===== src/rtl/dnn_buf_pkg.sv =====
// Shared destination-buffer definitions: geometry, reader FSM states and the
// stream beat payload carried through the reader's skid FIFO.
package dnn_buf_pkg;

    localparam int unsigned DST_AW       = 13;
    localparam int unsigned DST_DEPTH    = 2048;
    localparam int unsigned DST_BANK_BIT = 12;
    localparam int unsigned DST_DW       = 32;

    typedef enum logic [1:0] {
        IDLE  = 2'd0,
        RUN   = 2'd1,
        DRAIN = 2'd2
    } dst_rd_state_t;

    typedef struct packed {
        logic                  last;
        logic [2*DST_DW-1:0]   data;
    } dst_beat_t;

endpackage


===== src/rtl/dst_skid_fifo.sv =====
// Small output skid FIFO for the destination reader; simultaneous push and pop
// on a full FIFO is accepted.
module dst_skid_fifo
    import dnn_buf_pkg::*;
#(
    parameter int unsigned DEPTH = 2
) (
    input  logic                           clk,
    input  logic                           rst_n,
    input  logic                           push,
    input  dst_beat_t                      wdata,
    input  logic                           pop,
    output dst_beat_t                      rdata,
    output logic                           full,
    output logic                           empty,
    output logic [$clog2(DEPTH+1)-1:0]     count
);

    localparam int unsigned PW = (DEPTH > 1) ? $clog2(DEPTH) : 1;
    localparam int unsigned CW = $clog2(DEPTH + 1);

    dst_beat_t     mem [DEPTH];
    logic [PW-1:0] rd_ptr;
    logic [PW-1:0] wr_ptr;
    logic          push_ok;
    logic          pop_ok;

    assign empty   = (count == '0);
    assign full    = (count == CW'(DEPTH));
    assign push_ok = push && (!full || pop);
    assign pop_ok  = pop && !empty;
    assign rdata   = mem[rd_ptr];

    always_ff @(posedge clk) begin
        if (!rst_n) begin
            for (int i = 0; i < int'(DEPTH); i++) begin
                mem[i] <= '0;
            end
            rd_ptr <= '0;
            wr_ptr <= '0;
            count  <= '0;
        end else begin
            if (push_ok) begin
                mem[wr_ptr] <= wdata;
                wr_ptr      <= (wr_ptr == PW'(DEPTH - 1)) ? '0 : wr_ptr + PW'(1);
            end
            if (pop_ok) begin
                rd_ptr <= (rd_ptr == PW'(DEPTH - 1)) ? '0 : rd_ptr + PW'(1);
            end
            count <= count + CW'(push_ok) - CW'(pop_ok);
        end
    end

endmodule


===== src/rtl/dst_reader.sv =====
// Host-side read engine: walks one destination-buffer bank and streams each
// {dst_d1,dst_d0} pair out as a 64-bit valid/ready beat, yielding to the core.
module dst_reader
    import dnn_buf_pkg::*;
#(
    parameter int unsigned DEPTH      = DST_DEPTH,
    parameter int unsigned FIFO_DEPTH = 2
) (
    input  logic                         clk,
    input  logic                         rst_n,
    input  logic                         start,
    input  logic                         bank,
    input  logic [$clog2(DEPTH+1)-1:0]   count,
    input  logic                         core_busy,
    output logic                         busy,
    output logic                         done,
    output logic                         dst_v,
    output logic [DST_AW-1:0]            dst_a,
    input  logic [DST_DW-1:0]            dst_d0,
    input  logic [DST_DW-1:0]            dst_d1,
    output logic                         m_valid,
    input  logic                         m_ready,
    output logic [2*DST_DW-1:0]          m_data,
    output logic                         m_last
);

    localparam int unsigned IDX_W  = $clog2(DEPTH);
    localparam int unsigned CNT_W  = $clog2(DEPTH + 1);
    localparam int unsigned OCC_W  = $clog2(FIFO_DEPTH + 1);
    localparam int unsigned PEND_W = OCC_W + 1;

    dst_rd_state_t     state;
    dst_rd_state_t     state_nx;
    logic              bank_q;
    logic [CNT_W-1:0]  count_q;
    logic [IDX_W-1:0]  idx;
    logic              inflight;
    logic              inflight_last;
    logic              is_last;
    logic              pop;
    logic              fifo_full;
    logic              fifo_empty;
    logic [OCC_W-1:0]  occ;
    logic [PEND_W-1:0] pending;
    dst_beat_t         push_beat;
    dst_beat_t         head;

    assign is_last   = (CNT_W'(idx) == count_q - CNT_W'(1));
    assign m_valid   = !fifo_empty;
    assign pop       = m_valid && m_ready;
    assign m_data    = head.data;
    assign m_last    = head.last;
    assign busy      = (state != IDLE);
    assign push_beat = '{last: inflight_last, data: {dst_d1, dst_d0}};

    // Entries that will occupy the FIFO after this cycle, before any new issue.
    assign pending = PEND_W'(occ) + PEND_W'(inflight) - PEND_W'(pop);

    always_ff @(posedge clk) begin
        if (!rst_n) begin
            state <= IDLE;
        end else begin
            state <= state_nx;
        end
    end

    always_comb begin
        state_nx = state;
        dst_v    = 1'b0;
        dst_a    = '0;
        case (state)
            IDLE: begin
                if (start && (count != '0)) begin
                    state_nx = RUN;
                end
            end
            RUN: begin
                dst_v = !core_busy && (pending < PEND_W'(FIFO_DEPTH));
                if (dst_v && is_last) begin
                    state_nx = DRAIN;
                end
            end
            DRAIN: begin
                if (pop && head.last) begin
                    state_nx = IDLE;
                end
            end
            default: state_nx = IDLE;
        endcase
        // Bank bit stays driven through DRAIN so the return mux keeps the right bank.
        if (state != IDLE) begin
            dst_a[DST_BANK_BIT] = bank_q;
            dst_a[IDX_W-1:0]    = idx;
        end
    end

    always_ff @(posedge clk) begin
        if (!rst_n) begin
            bank_q        <= 1'b0;
            count_q       <= '0;
            idx           <= '0;
            inflight      <= 1'b0;
            inflight_last <= 1'b0;
            done          <= 1'b0;
        end else begin
            inflight      <= dst_v;
            inflight_last <= dst_v && is_last;
            done          <= ((state == IDLE) && start && (count == '0))
                          || ((state == DRAIN) && pop && head.last);
            if ((state == IDLE) && start) begin
                bank_q  <= bank;
                count_q <= count;
                idx     <= '0;
            end else if (dst_v) begin
                idx <= idx + IDX_W'(1);
            end
            assert (!(inflight && fifo_full && !pop))
                else $error("dst_reader: return data pushed into a full skid FIFO");
        end
    end

    dst_skid_fifo #(
        .DEPTH (FIFO_DEPTH)
    ) u_fifo (
        .clk   (clk),
        .rst_n (rst_n),
        .push  (inflight),
        .wdata (push_beat),
        .pop   (pop),
        .rdata (head),
        .full  (fifo_full),
        .empty (fifo_empty),
        .count (occ)
    );

endmodule


===== config.mk =====
export PLATFORM = sky130hd
export DESIGN_NAME = dst_reader
export DESIGN_NICKNAME = d
export VERILOG_FILES = /design/src/rtl/dnn_buf_pkg.sv /design/src/rtl/dst_skid_fifo.sv /design/src/rtl/dst_reader.sv
export SDC_FILE = /design/constraint.sdc
export NUM_CORES = 1
export LEC_CHECK = 0
export CAP_MARGIN = 5
export CORE_ASPECT_RATIO = 1.4
export CORE_MARGIN = 10
export CORE_UTILIZATION = 46
export DETAILED_ROUTE_END_ITERATION = 10
export GPL_ROUTABILITY_DRIVEN = 0
export PLACE_DENSITY_LB_ADDON = 0.1
export REMOVE_ABC_BUFFERS = 1
export SKIP_CTS_REPAIR_TIMING = 1
export SYNTH_ARGS = -nofsm -noshare
export SYNTH_HDL_FRONTEND = slang
export SYNTH_SLANG_ARGS = --single-unit

===== constraint.sdc =====
create_clock -name clk -period 5.5 [get_ports clk]
set_clock_uncertainty 0.05 [all_clocks]
set_input_delay 0.55 -clock clk [delete_from_list [all_inputs] [get_ports clk]]
set_output_delay 0.55 -clock clk [all_outputs]
set_load 0.02 [all_outputs]

# Word-level counts from Yosys, hierarchy flattened
# Memories as Yosys holds them, arrays and structs flattened. A register that Yosys moved wholly into a read port is not among the register bits.
# Index checks and enable logic that the tools add are counted.
op_classes:
  add_sub_neg: 8
  n_lt_le_gt_ge: 1
  eq_ne: 7
  muxes: 18
  n_bitwise: 1
  reduce_logical: 25
op_table:
  columns: ["cell", "n"]
  rows:
  - ["$mux W65", 1]
  - ["$reduce_or A65 Y1", 1]
  - ["$eq A11 B12 Y1", 1]
  - ["$logic_and A1 B1 Y1", 12]
  - ["$logic_not A12 Y1", 1]
  - ["$mux W1", 12]
  - ["$reduce_bool A12 Y1", 1]
  - ["$sub A12 B1 Y12 const B", 1]
  - ["$add A11 B1 Y11 const B", 1]
  - ["$mux W11", 1]
  - ["$mux W2", 3]
  - ["$ne A2 B2 Y1 const B", 3]
  - ["$pmux W2 S3", 1]
  - ["$eq A2 B2 Y1 const B", 2]
  - ["$logic_not A2 Y1", 2]
  - ["$add A2 B1 Y3", 1]
  - ["$logic_not A1 Y1", 3]
  - ["$lt A3 B2 Y1 const B", 1]
  - ["$reduce_and A3 Y1", 1]
  - ["$sub A3 B1 Y3", 1]
  - ["$add A1 B1 Y1 const B", 2]
  - ["$add A2 B1 Y2", 1]
  - ["$eq A2 B1 Y1 const B", 1]
  - ["$logic_or A1 B1 Y1", 2]
  - ["other kinds (4)", 4]
word_totals:
  reg_bits: 33
  mem_bits_rw: 130
  input_bits: 82
  output_inout_bits: 82
  elab_cells: 71
  memories: 1
mem_list:
  columns: ["name", "depth", "word_bits", "read_ports", "rd_clocked_by_memory_dff", "write_ports", "line_no", "rtl"]
  rows:
  - ["u_fifo.mem", 2, 65, 1, 1, 2, "dst_skid_fifo.sv:22", "dst_beat_t mem [DEPTH];"]

# Logic depth before layout (Yosys ltp)
depth:
  ltp_word: 10
  mapped_depth: 14
  ltp_nobuf: 14

# By module
# A second synthesis with hierarchy kept.
hier_totals:
  hier_cells: 592
  area_unflattened_um2: 7649.8
by_module_without_submodules:
  columns: ["mod", "n_inst", "cells_per_inst", "area_per_inst_um2"]
  rows:
  - ["dst_skid_fifo", 1, 372, 5889.4]
  - ["dst_reader", 1, 220, 1760.4]

# Worst setup path before layout
# Ideal clock, no wire load.
synth_path:
  kind: "input to register"
  start: "input m_ready"
  end: "memory u_fifo.mem[0][0] in the netlist's numbering, enable pin"
  arrival_time_ns: 5.298
  required_time_ns: 4.872
  setup_slack_ns: -0.425
  cell_stages: 3
  path_buffers: 0
  cell_sequence: "or3_1 > nand2_1 > o21ai_0"
synth_lines:
  columns: ["element", "line_no", "rtl"]
  rows:
  - ["start: declaration", "dst_reader.sv:22", "input logic m_ready,"]
  - ["end: declaration", "dst_skid_fifo.sv:22", null]

# Worst setup path after layout
layout_path:
  start: "input m_ready"
  end: "output dst_v"
layout_between:
  elab_chain_cells: 5
layout_rtl:
  columns: ["element", "line_no", "rtl"]
  rows:
  - ["$logic_and A1 B1 Y1", "dst_reader.sv:50", "assign pop = m_valid && m_ready;"]
  - ["$sub A3 B1 Y3", "dst_reader.sv:57", "assign pending = PEND_W'(occ) + PEND_W'(inflight) - PEND_W'(pop);"]
  - ["$lt A3 B2 Y1", "dst_reader.sv:78", "dst_v = !core_busy && (pending < PEND_W'(FIFO_DEPTH));"]
  - ["$logic_and A1 B1 Y1", "dst_reader.sv:78", null]
  - ["$mux W1", "dst_reader.sv:71", "case (state)"]
  - ["end: declaration", "dst_reader.sv:17", "output logic dst_v,"]
# Every way passes these cells.

==> qor.csv <==
stage;metric;value;unit
timing;min Tclk post-route;3.964;ns
die;Initial Util;46.51;%
finish;commonest non-fill, non-tap cells in the layout;clkdlybuf4s50_1 (162), and2_1 (136), edfxtp_1 (130);
setup_path;critical path type;in2out;
timing;worst slew pin tran;1.005;ns
global_routing;Overall Global Routing Usage;15.99;%
power;pwr/cell area;388.7;mW/mm²
clock_network;clk slew on worst S/H paths;0.06;ns
die;row count;55;
finish;Synth-to-Final Area Change;32.88;%
placement;dpl hpwl;12030;µm
synthesis;multiplexer share of the synthesized area;9.906;%
detailed_routing;post-detailed-routing wire length;17650;µm
global_routing;vias in the first global route;5364;
detailed_routing;routed vias;4850;
global_routing;pin count of the biggest net entering global routing;66;
min_path;Hold Crit Class;reg2reg;
timing;WHS;0.4297;ns
synthesis;Post-Syn Instances;577;
synthesis;Post-synth top flop;edfxtp_1;
clock_network;TritonCTS clock tree;done;
setup_path;startpoint types;input pin;
synthesis;Seq/Total Area, Yosys;61.21;%
synthesis;Synth Register Bits;164;
setup_path;CP Buf/Inv Count;4;
setup_path;worst endpoint required time;4.90;ns
power;part of the power in registers;40.5;%
detailed_routing;DRT iter0 DRCs;255;
synthesis;number of synthesized flops with an enable pin;130;
synthesis;Synth Area in Adders;1.103;%
finish;Fillers;1370;
power;Psw;1.105;mW
global_routing;first-pass GRT wire length;27470;µm
detailed_routing;drt wl/cell;18.68;µm
die;Core ar.;0.01610;mm²
finish;Final Cell Area;0.009952;mm²
placement;Port Buffer Count;162;
setup_path;crit-path cells;clkdlybuf4s50_1, nand2_1, inv_1, ha_1, inv_1, nand2_1, fa_1, xor2_1, nor4_4, clkdlybuf4s50_1;
clock_network;CTS Sinks;164;
finish;layout cells sized above 1;15.57;%
die;chip height;171.0;µm
synthesis;Post-Synth XOR/XNOR Area;3.508;%
setup_path;WP data arrival;3.36;ns
timing;Rel. slew slack;32.76;%
synthesis;Syn Area/Cell;12.98;µm²
global_routing;initial antenna violation count;0;
die;overall die area;0.02186;mm²
timing;count of pins over their slew limit;0;
power;Comb power frac;26.1;%
run;MaxCap Viol Count;0;
run_status;status;completed;
synthesis;Compound-Gate Fraction of Synth Area;2.239;%
setup_path;critical-path cell with the highest stage delay;clkdlybuf4s50_1;
timing;fmax;0.2523;GHz
synthesis;largest family of logic cells by synthesized area;simple AND/OR/NAND/NOR gates;
setup_path;critical path's top delay family;buffers and inverters;
clock_network;TritonCTS Buffers;17;
clock_network;worst-skew pair later-pin latency;0.42;ns
detailed_routing;DRT Pass-1 Iters;4;
synthesis;Netlist cell types;43;
detailed_routing;DRC viols;0;
timing;# setup viols final;0;
timing;Final Hold Fails;0;
synthesis;post-synthesis simple-gate area fraction;19.88;%
power;clock group share of total power;33.3;%
global_routing;Congestion Overflow GR;0;
power;Peak VDD IR;0.0002241;V
die;Die Span X;127.8;µm
power;Leakage;3.717;nW
synthesis;Yosys warning total;0;
synthesis;mapped cell area;0.007490;mm²
timing;RSZ-0062 raised after global routing;no;
detailed_routing;DR vias/cell;5.132;
timing;Tcrit/Tclk final;72.08;%
power;sw frac;28.58;%
clock_network;# H-tree levels;4;
finish;final core utilization;61.80;%
detailed_routing;remaining antenna violation count after routing;0;
finish;most common cell after layout, fill and taps aside;clkdlybuf4s50_1;
setup_path;slowest cell delay on critical path;0.72;ns
finish;fin nets;821;
power;Cell Int Power;2.763;mW
setup_path;endpoint class of the critical path;output pin;
placement;Area after DPL;0.009306;mm²
clock_network;clk buf depth;2;
setup_path;worst-path maximum fanout;8;
clock_network;clock tree root buffer cell;clkbuf_16;
synthesis;share of async-settable or async-resettable flops after synthesis;0;%
die;# IOs;164;
## worst paths after layout
| check | start | to | depth (start not counted) | slack (ns) |
|---|---|---|---|---|
| worst max-delay path | m_ready | dst_v | 10 | 1.54 |
| worst min-delay path | bank_q | bank_q | 2 | 0.43 |
| worst max register to register | u_fifo.count[1] | idx[7] | 14 | 2.46 |
| worst min register to register | bank_q | bank_q | 2 | 0.43 |
## synth_stat cells, drive strengths merged (2+ instances only)
cell / n / area [µm²]
buf: 2 / 15.01
inv: 10 / 37.54
and3: 6 / 37.54
nand4: 5 / 31.28
nor4b: 3 / 38.79
xnor2: 17 / 148.9
nor3: 2 / 20.02
or3: 2 / 12.51
nor2: 17 / 63.81
a21boi: 14 / 105.1
a31oi: 2 / 12.51
edfxtp: 130 / 3904
ha: 5 / 62.56
o21a: 2 / 15.01
nor2b: 14 / 87.58
dfxtp: 34 / 680.7
xor2: 13 / 113.9
nor3b: 6 / 50.05
nor4: 7 / 80.07
and2: 136 / 850.8
nand2: 39 / 146.4
clkbuf: 28 / 105.1
mux2: 65 / 732.0
nand3: 5 / 25.02
## cell families after synthesis
group                      after synthesis
AOI/OAI and AO/OA                       23
xor gates and xnor gates                30
adders and majority gates                6
buffers and inverters                   40
DFF                                    164
muxes                                   66
other                                    1
and+or+nand+nor                        247
## flip-flops by register name (all words and copies together) (netlist names), 2 cells and up, named ones only
signal,flops
count_q,12
idx,11
state,2
u_fifo.count,2
u_fifo.mem,130
## layout make-up
class,count,area (µm²),area share (%)
antenna,1,2.502,0.02514
timing repair buffer,167,1659,16.67
tap,199,249.0,2.502
clock inverter,14,217.7,2.188
multi-input combinational,373,2773,27.86
clock buffer,17,425.4,4.275
sequential,164,4588,46.10
inverter,10,37.54,0.3772
## tightest hold or removal path: cells and delay by family (launching register included)
kind            cells  cell delay [ns]
compound gates      1             0.07
flops               1             0.31
simple gates        1             0.05
## stage by stage
step | setup TNS, ns | setup WS (ns) | cells | total power, mW
after floorplan | -27.64 | -0.4253 | 547 | 2.141
after global placement | 0 | 1.596 | 913 | 2.607
after detailed placement | 0 | 1.540 | 913 | 2.626
after CTS | 0 | 1.524 | 944 | 3.914
after global routing | 0 | 1.387 | 944 | 4.022
final | 0 | 1.536 | 945 | 3.868
## metal layers
metal	global-route usage [%]	wire, µm	vias up
li1	-	-	2313
met1	15.99	6531	2408
met2	30.78	9951	115
met3	4.118	942	14
met4	5.447	227	0
met5	0	0	-
## power by group through the flow
| stage | combinational (mW) | clock [mW] | sequential [mW] |
|---|---|---|---|
| 2_1_floorplan | 0.578 | 0 | 1.56 |
| 3_3_place_gp | 1.01 | 0 | 1.59 |
| 3_5_place_dp | 1.03 | 0 | 1.60 |
| 4_1_cts | 1.03 | 1.31 | 1.57 |
| 5_1_grt | 1.08 | 1.35 | 1.59 |
| 6_report | 1.01 | 1.29 | 1.57 |
No activity file was read; power rests on OpenSTA's default activity.
